--- config.mk ---
export PLATFORM = sky130hd
export DESIGN_NAME = restoring_divider
export DESIGN_NICKNAME = d
export VERILOG_FILES = /design/src/rtl/restoring_divider_pkg.sv /design/src/rtl/divider_datapath.sv /design/src/rtl/restoring_divider.sv
export SDC_FILE = /design/constraint.sdc
export NUM_CORES = 1
export LEC_CHECK = 0
export ABC_AREA = 1
export CORE_UTILIZATION = 55
export DETAILED_ROUTE_END_ITERATION = 6
export PLACE_DENSITY = 0.87
export SLEW_MARGIN = 20
export SYNTH_ARGS = -nofsm -noshare
export SYNTH_HDL_FRONTEND = slang
export SYNTH_SLANG_ARGS = --single-unit
--- constraint.sdc ---
create_clock -name clk -period 2.9 [get_ports clk]
set_input_delay 0.58 -clock clk [delete_from_list [all_inputs] [get_ports clk]]
set_output_delay 0.58 -clock clk [all_outputs]
set_load 0.02 [all_outputs]
--- src/rtl/restoring_divider_pkg.sv ---
// Processor-wide constants shared by the arithmetic sequencers.
// Holds the divider FSM state encoding and the default operand width,
// which the Booth multiply path also uses.
package restoring_divider_pkg;

  localparam int DIV_WIDTH_DEFAULT = 4;

  typedef enum logic [1:0] {
    DIV_IDLE  = 2'b00,
    DIV_SHIFT = 2'b01,
    DIV_TEST  = 2'b10,
    DIV_DONE  = 2'b11
  } div_state_t;

endpackage

--- src/rtl/divider_datapath.sv ---
// A/Q/M datapath of the restoring divider.
// The controller drives the strobes below. The datapath returns the sign of
// the trial subtraction A - M so the controller can choose between restore
// and accept.
// Ports:
//   clk, rst           clock, synchronous active-high reset
//   i_load             capture dividend/divisor, clear A
//   i_load_zero        divide-by-zero result write (all-ones quotient)
//   i_shift            {A,Q} <<= 1
//   i_test             apply trial-subtract outcome to A and Q[0]
//   i_accept           with i_test: keep the difference (quotient bit 1)
//   i_write            with i_test: latch final quotient/remainder
//   i_dividend         dividend operand
//   i_divisor          divisor operand
//   o_diff_neg         sign bit of A - {0,M}
//   o_quotient         registered quotient result
//   o_remainder        registered remainder result
//   o_div_by_zero      registered divide-by-zero flag
module divider_datapath
  import restoring_divider_pkg::*;
#(
  parameter int WIDTH = DIV_WIDTH_DEFAULT
) (
  input  logic             clk,
  input  logic             rst,
  input  logic             i_load,
  input  logic             i_load_zero,
  input  logic             i_shift,
  input  logic             i_test,
  input  logic             i_accept,
  input  logic             i_write,
  input  logic [WIDTH-1:0] i_dividend,
  input  logic [WIDTH-1:0] i_divisor,
  output logic             o_diff_neg,
  output logic [WIDTH-1:0] o_quotient,
  output logic [WIDTH-1:0] o_remainder,
  output logic             o_div_by_zero
);

  logic [WIDTH:0]   r_a;
  logic [WIDTH-1:0] r_q;
  logic [WIDTH-1:0] r_m;
  logic [WIDTH-1:0] r_quotient;
  logic [WIDTH-1:0] r_remainder;
  logic             r_div_by_zero;

  logic [WIDTH:0]   w_diff;
  logic [WIDTH:0]   w_a_next;
  logic [WIDTH-1:0] w_q_next;

  // After a shift A < 2*M, so bit WIDTH of the WIDTH+1 bit difference is set
  // exactly when A < M.
  assign w_diff     = r_a - {1'b0, r_m};
  assign o_diff_neg = w_diff[WIDTH];
  assign w_a_next   = i_accept ? w_diff : r_a;
  assign w_q_next   = {r_q[WIDTH-1:1], i_accept};

  always_ff @(posedge clk) begin
    if (rst) begin
      r_a           <= '0;
      r_q           <= '0;
      r_m           <= '0;
      r_quotient    <= '0;
      r_remainder   <= '0;
      r_div_by_zero <= 1'b0;
    end else begin
      if (i_load) begin
        r_a <= '0;
        r_q <= i_dividend;
        r_m <= i_divisor;
      end else if (i_shift) begin
        {r_a, r_q} <= {r_a[WIDTH-1:0], r_q, 1'b0};
      end else if (i_test) begin
        r_a <= w_a_next;
        r_q <= w_q_next;
      end

      // The final write uses the post-test values so the result is ready in DONE.
      if (i_load_zero) begin
        r_quotient    <= '1;
        r_remainder   <= i_dividend;
        r_div_by_zero <= 1'b1;
      end else if (i_write) begin
        r_quotient    <= w_q_next;
        r_remainder   <= w_a_next[WIDTH-1:0];
        r_div_by_zero <= 1'b0;
      end
    end
  end

  assign o_quotient    = r_quotient;
  assign o_remainder   = r_remainder;
  assign o_div_by_zero = r_div_by_zero;

endmodule

--- src/rtl/restoring_divider.sv ---
// Sequential unsigned restoring divider with a start/busy/done handshake.
// Each quotient bit takes a SHIFT cycle followed by a TEST cycle.
// A zero divisor skips straight to DONE with the quotient set to all ones,
// the remainder set to the dividend, and div_by_zero raised.
// Ports:
//   clk, rst     clock, synchronous active-high reset
//   start        request, sampled only in IDLE
//   dividend     unsigned dividend, captured on accepted start
//   divisor      unsigned divisor, captured on accepted start
//   busy         high in SHIFT/TEST
//   done         one-cycle pulse in DONE
//   quotient     registered quotient
//   remainder    registered remainder
//   div_by_zero  registered divide-by-zero flag
module restoring_divider
  import restoring_divider_pkg::*;
#(
  parameter int WIDTH = DIV_WIDTH_DEFAULT
) (
  input  logic             clk,
  input  logic             rst,
  input  logic             start,
  input  logic [WIDTH-1:0] dividend,
  input  logic [WIDTH-1:0] divisor,
  output logic             busy,
  output logic             done,
  output logic [WIDTH-1:0] quotient,
  output logic [WIDTH-1:0] remainder,
  output logic             div_by_zero
);

  localparam int SC_W = (WIDTH > 2) ? $clog2(WIDTH) : 1;
  localparam logic [SC_W-1:0] SC_LAST = SC_W'(WIDTH - 1);

  div_state_t      r_state;
  div_state_t      w_next_state;
  logic [SC_W-1:0] r_sc;

  logic w_divisor_zero;
  logic w_sc_zero;
  logic w_diff_neg;
  logic w_load;
  logic w_load_zero;
  logic w_shift;
  logic w_test;
  logic w_accept;
  logic w_write;

  assign w_divisor_zero = (divisor == '0);
  assign w_sc_zero      = (r_sc == '0);

  // State register and iteration counter
  always_ff @(posedge clk) begin
    if (rst) begin
      r_state <= DIV_IDLE;
      r_sc    <= '0;
    end else begin
      r_state <= w_next_state;
      if (w_load) begin
        r_sc <= SC_LAST;
      end else if (w_test && !w_sc_zero) begin
        r_sc <= r_sc - SC_W'(1);
      end
    end
  end

  // Next-state logic
  always_comb begin
    w_next_state = r_state;
    case (r_state)
      DIV_IDLE: begin
        if (start) begin
          w_next_state = w_divisor_zero ? DIV_DONE : DIV_SHIFT;
        end
      end
      DIV_SHIFT: w_next_state = DIV_TEST;
      DIV_TEST:  w_next_state = w_sc_zero ? DIV_DONE : DIV_SHIFT;
      DIV_DONE:  w_next_state = DIV_IDLE;
      default:   w_next_state = DIV_IDLE;
    endcase
  end

  // Output decode: Moore handshake plus datapath strobes
  always_comb begin
    busy        = 1'b0;
    done        = 1'b0;
    w_load      = 1'b0;
    w_load_zero = 1'b0;
    w_shift     = 1'b0;
    w_test      = 1'b0;
    w_accept    = 1'b0;
    w_write     = 1'b0;
    case (r_state)
      DIV_IDLE: begin
        w_load      = start && !w_divisor_zero;
        w_load_zero = start && w_divisor_zero;
      end
      DIV_SHIFT: begin
        busy    = 1'b1;
        w_shift = 1'b1;
      end
      DIV_TEST: begin
        busy     = 1'b1;
        w_test   = 1'b1;
        w_accept = !w_diff_neg;
        w_write  = w_sc_zero;
      end
      DIV_DONE: done = 1'b1;
      default: ;
    endcase
  end

  divider_datapath #(
    .WIDTH(WIDTH)
  ) u_datapath (
    .clk           (clk),
    .rst           (rst),
    .i_load        (w_load),
    .i_load_zero   (w_load_zero),
    .i_shift       (w_shift),
    .i_test        (w_test),
    .i_accept      (w_accept),
    .i_write       (w_write),
    .i_dividend    (dividend),
    .i_divisor     (divisor),
    .o_diff_neg    (w_diff_neg),
    .o_quotient    (quotient),
    .o_remainder   (remainder),
    .o_div_by_zero (div_by_zero)
  );

endmodule

* Word level (Yosys, flattened, before mapping)
Cells that the tools add are included.
Word-level totals: flip-flop bits (word level) 26
Cells by class: $add $sub $neg 2, eq/ne operators 4, muxes and demuxes 26, reductions and logical operators 18
Operators by type and width (number):
- 4-bit two-way mux | 6
- 5-bit two-way mux | 3
- 1-bit two-way mux | 11
- 2-bit two-way mux | 5
- 2-bit nonzero test | 5
- 2-bit case mux with 4 select lines | 1
- 5-bit by 4-bit subtractor with 5-bit output | 1
- 2-bit equality test, second input constant | 2
- 2-bit zero test | 2
- 4-bit zero test | 1
- 2-bit OR reduction | 2
- 1-bit logical AND | 3
- 1-bit zero test | 3
- 3-bit nonzero test | 1
- 2-bit by 1-bit equality test with 1-bit output, second input constant | 1
- 2-bit inequality test, second input constant | 1
- 2-bit AND reduction | 1
- 2-bit by 1-bit subtractor with 2-bit output, second input constant | 1

* Logic depth before layout (Yosys ltp)
depth in word-level cells 6, depth in mapped cells 13, mapped depth without buffers 13

* By module
Synthesis repeated with hierarchy kept, for this count alone.
Unflattened totals: cell total of the unflattened synthesis 188, area, all modules 1376.3 um^2
By module, submodules not included:
- divider_datapath | instances 1, cells each 139, area each 1073.5 um^2
- restoring_divider | instances 1, cells each 49, area each 302.8 um^2

* Least setup slack after synthesis
OpenSTA, ideal clock, no wires.
kind register to register, start point reg u_datapath.r_a[0], end point reg u_datapath.r_a[3], setup time 66 ps, data arrival time 1652 ps, slack 1181 ps, stages on the path, launching flop included 14, path buffers 0, period minus slack after synthesis 1719 ps, cell sequence dfxtp_1 -> inv_1 -> ha_1 -> inv_1 -> fa_1 -> nand2_1 -> nand2_2 -> nand3_2 -> nand2_1 -> nor2_2 -> nand2_1 -> nand3_1 -> nand2_1 -> a21oi_2
On the way: cells in the longest elaborated chain, start to end 6
RTL lines:
- from (decl) | line divider_datapath.sv:40 | logic [WIDTH:0] r_a;
- from (signal assigned) | line divider_datapath.sv:72 | {r_a, r_q} <= {r_a[WIDTH-1:0], r_q, 1'b0};
- from (signal assigned) | line divider_datapath.sv:74 | r_a <= w_a_next;
- 5-bit by 4-bit subtractor with 5-bit output (*) | line divider_datapath.sv:53 | assign w_diff = r_a - {1'b0, r_m};
- 1-bit zero test | line restoring_divider.sv:105 | w_accept = !w_diff_neg;
- 1-bit two-way mux | line restoring_divider.sv:93 | case (r_state)
- 5-bit two-way mux (*) | line divider_datapath.sv:55 | assign w_a_next = i_accept ? w_diff : r_a;
- 5-bit two-way mux (*) | line divider_datapath.sv:73 | end else if (i_test) begin
- 5-bit two-way mux (*) | line divider_datapath.sv:71 | end else if (i_shift) begin
Mark *: on every way between the ends. The rest lies on a longest branch, timed or not. The select of a mux whose other input is x is not followed. A chain may end at the register's enable or synchronous reset.

* Worst setup path in the final report
start point reg r_state[0], end point out busy
On the way: cells in the longest elaborated chain, start to end 3, elaborated cells on any way between the ends 4, classes of those cells 2 x eq/ne; 1 x mux; 1 x reduce/logical
RTL lines:
- from (decl) | line restoring_divider.sv:35 | div_state_t r_state;
- from (signal assigned) | line restoring_divider.sv:58 | r_state <= w_next_state;
- 2-bit equality test / 2-bit by 1-bit equality test with 1-bit output (equally long branches) | line restoring_divider.sv:93
- 2-bit OR reduction (no line) (*)
- 1-bit two-way mux (*) | line restoring_divider.sv:93
- to (decl) | line restoring_divider.sv:25 | output logic busy,
Mark *: on every way between the ends. The rest lies on a longest branch, timed or not.

==> results.cfg <==
[floorplan]
start_util_pct = 58.0
ios = 22
core_area_um2 = 2450
dieArea_um2 = 2790
rows = 18
die_h_um = 52.9
die_width_um = 52.9

[route]
ant_nets = 0
avgViaCountPerCell = 5.25
routedWlPerCell_um = 11.9
drt-initial-drc-count = 45
dr.pass1.iters = 4
wl_um = 3020
drc = 0
num_vias = 1334

[pwr]
vdd_drop_max_mv = 0.451
cellPowerDensity_nw_per_um2 = 569
p_leak_uw = 0.000761
switchingPower_uw = 322
total_power_uw = 972
p_int_uw = 650
swShare_pct = 33.1
seqPwrFrac_pct = 42.0
power.share.combinational_pct = 32.5
clock_power_share_pct = 25.5

[synthesis]
synth_simple_gate_area_share_pct = 26.9
synth_cells = 203
yosys_warnings = 0
synth_fa_ha_area_share_pct = 9.32
synth_area_um2 = 1420
synth_compound_area_share_pct = 16.7
muxShareOfSynthArea_pct = 0
synth_top_family_by_area = simple AND/OR/NAND/NOR gates
syn-mean-instance-area_um2 = 7.01
synthXorXnorAreaFrac_pct = 1.23
synth_nets = 224
ys_seq_area_share_pct = 36.6
ys_seq_elements = 26
yosys.cell_types.count = 22

[clocking]
root_buffer = clkbuf_4
clockBufferDepth = 2
cts_tree = built
cts_buffers = 3
ctsHoldBuffers = 0
cts_sinks = 26
clock_latency_ns = 0.32
htree_levels = 1
cts_post_setup_buffers_inserted = 0
clkTransAtPathRegs_ns = 0.13
cts_resized = 0

[timing]
relSlewSlack_pct = 76.8
fin_ws_ns = 0.497
fmax_mhz = 416
min_period_over_period_pct = 82.9
worst_pin_slew_ns = 0.347
maxSlewViolCount = 0
min_period_ns = 2.40
fin_setup_tns_ns = 0
skew_ns = 0.00961
rsz0062_at_grt = no
hold_viol_final = 0
setup_viol = 0

[global_routing]
grt_pass1_wl_um = 4780
antenna_found_initial = 0
grt_pass1_vias = 1141
grt_remaining_overflow = 0
grt.total_usage_pct = 23.4
grt_start_max_net_pins = 16

[setup_path]
crit_path_start_kind = flip-flop
crit_path_end_kind = primary output
required_ns = 2.32
worstPathMaxFanout = 6
critPathArrivalTime_ns = 1.82
worst-setup-path-type = flip-flop to primary output

[place]
post-place-ws_ns = 0.748
place_area_um2 = 1660
place.gp.congestion = 0.849
port_buffers = 21
dp_hpwl_um = 2290

[final_layout]
final_util_pct = 69.6
antennaDiodeCount = 0
syn_to_final_growth_pct = 20.1
fin_area_um2 = 1710
fillers = 200
drive_gt1_share_pct = 6.70
layout.nets = 246

[worst_hold_path]
hold_class = flip-flop to flip-flop

[outcome]
status = completed

[run]
cap_violations = 0
-- through the flow --
step                hold slack [ns]  cells
finish                        0.474    254
global route                  0.496    254
CTS                           0.475    254
detailed placement            0.454    250
global placement              0.449    250
floorplan                     0.435    203
-- placed cells by master, fill, tap and decap left out, drive strengths merged --
cell           instances
dfxtp                 26
inv                   29
a31oi                  4
clkbuf                 3
clkdlybuf4s50         21
a21oi                 24
o21ai                 13
fa                     1
o221a                  1
ha                     9
buf                    1
nor2                  15
o221ai                 1
xor2                   2
nand3                 14
bufinv                 1
nand4                  4
nand2                 55
-- area by class of cell --
| cell class | count | area (um^2) | area share [%] |
|---|---|---|---|
| repair buffers | 22 | 218 | 12.7 |
| inverters | 29 | 109 | 6.37 |
| clock inverters | 1 | 30.0 | 1.76 |
| well taps | 30 | 37.5 | 2.20 |
| multi-input cells | 143 | 771 | 45.1 |
| clock buffers | 3 | 22.5 | 1.32 |
| flip-flops and latches | 26 | 520 | 30.5 |
-- worst max-delay path, cell delays in order (launching register included) --
cell and delay (ns):
dfxtp_1 0.38, inv_1 0.08, ha_1 0.41, clkdlybuf4s50_1 0.64
-- cell usage after synthesis --
library cell / n / area share [%]
inv_1: 29 / 7.7
nor2_2: 2 / 0.88
nand3_1: 11 / 3.9
a21oi_1: 23 / 8.1
a31oi_1: 4 / 1.8
nand2_1: 53 / 14
buf_2: 1 / 0.35
o21ai_2: 1 / 0.62
o221ai_1: 1 / 0.62
ha_1: 9 / 7.9
nand3_2: 3 / 2.1
a21oi_2: 1 / 0.62
nand4_1: 4 / 1.8
o21ai_0: 12 / 4.2
nand2_2: 2 / 0.88
clkbuf_1: 2 / 0.53
xor2_1: 2 / 1.2
fa_1: 1 / 1.4
clkbuf_2: 2 / 0.70
dfxtp_1: 26 / 37
nor2_1: 13 / 3.4
o221a_2: 1 / 0.79
-- power by group through the flow --
stage | clock, uW | sequential (uW) | combinational [uW]
finish | 248 | 408 | 315
CTS | 253 | 408 | 314
floorplan | 0 | 419 | 225
detailed placement | 0 | 417 | 311
global placement | 0 | 416 | 305
global route | 264 | 412 | 353
-- routing by layer --
metal	track usage, %	vias to the layer above	wire length (um)
met1	30.2	588	1500
met4	9.21	0	36
met2	38.6	35	1360
met3	3.45	8	124
li1	-	703	-
met5	0	-	0
-- flip-flops by register name, summed over array words and instances (netlist names) --
| register | flops |
|---|---|
| r_sc | 2 |
| r_state | 2 |
| u_datapath.o_div_by_zero | 1 |
| u_datapath.o_quotient | 4 |
| u_datapath.o_remainder | 4 |
| u_datapath.r_a | 5 |
| u_datapath.r_m | 4 |
| u_datapath.r_q | 4 |
-- kinds of logic after synthesis --
group	Yosys count
XOR/XNOR	2
adder cells (fa/ha/maj)	10
AND/OR/NAND/NOR	88
AO/OA/AOI/OAI	43
buffers and inverters	34
flip-flops	26
-- worst paths after layout --
| check | slack, ns | to | depth (start not counted) | from |
|---|---|---|---|---|
| max | 0.50 | busy | 3 | r_state[0] |
| min | 0.47 | u_datapath.r_m[3] | 2 | u_datapath.r_m[3] |
| max reg2reg | 0.98 | u_datapath.r_a[3] | 13 | u_datapath.r_a[0] |
| min reg2reg | 0.47 | u_datapath.r_m[3] | 2 | u_datapath.r_m[3] |
No activity file was read; power rests on OpenSTA's default activity.
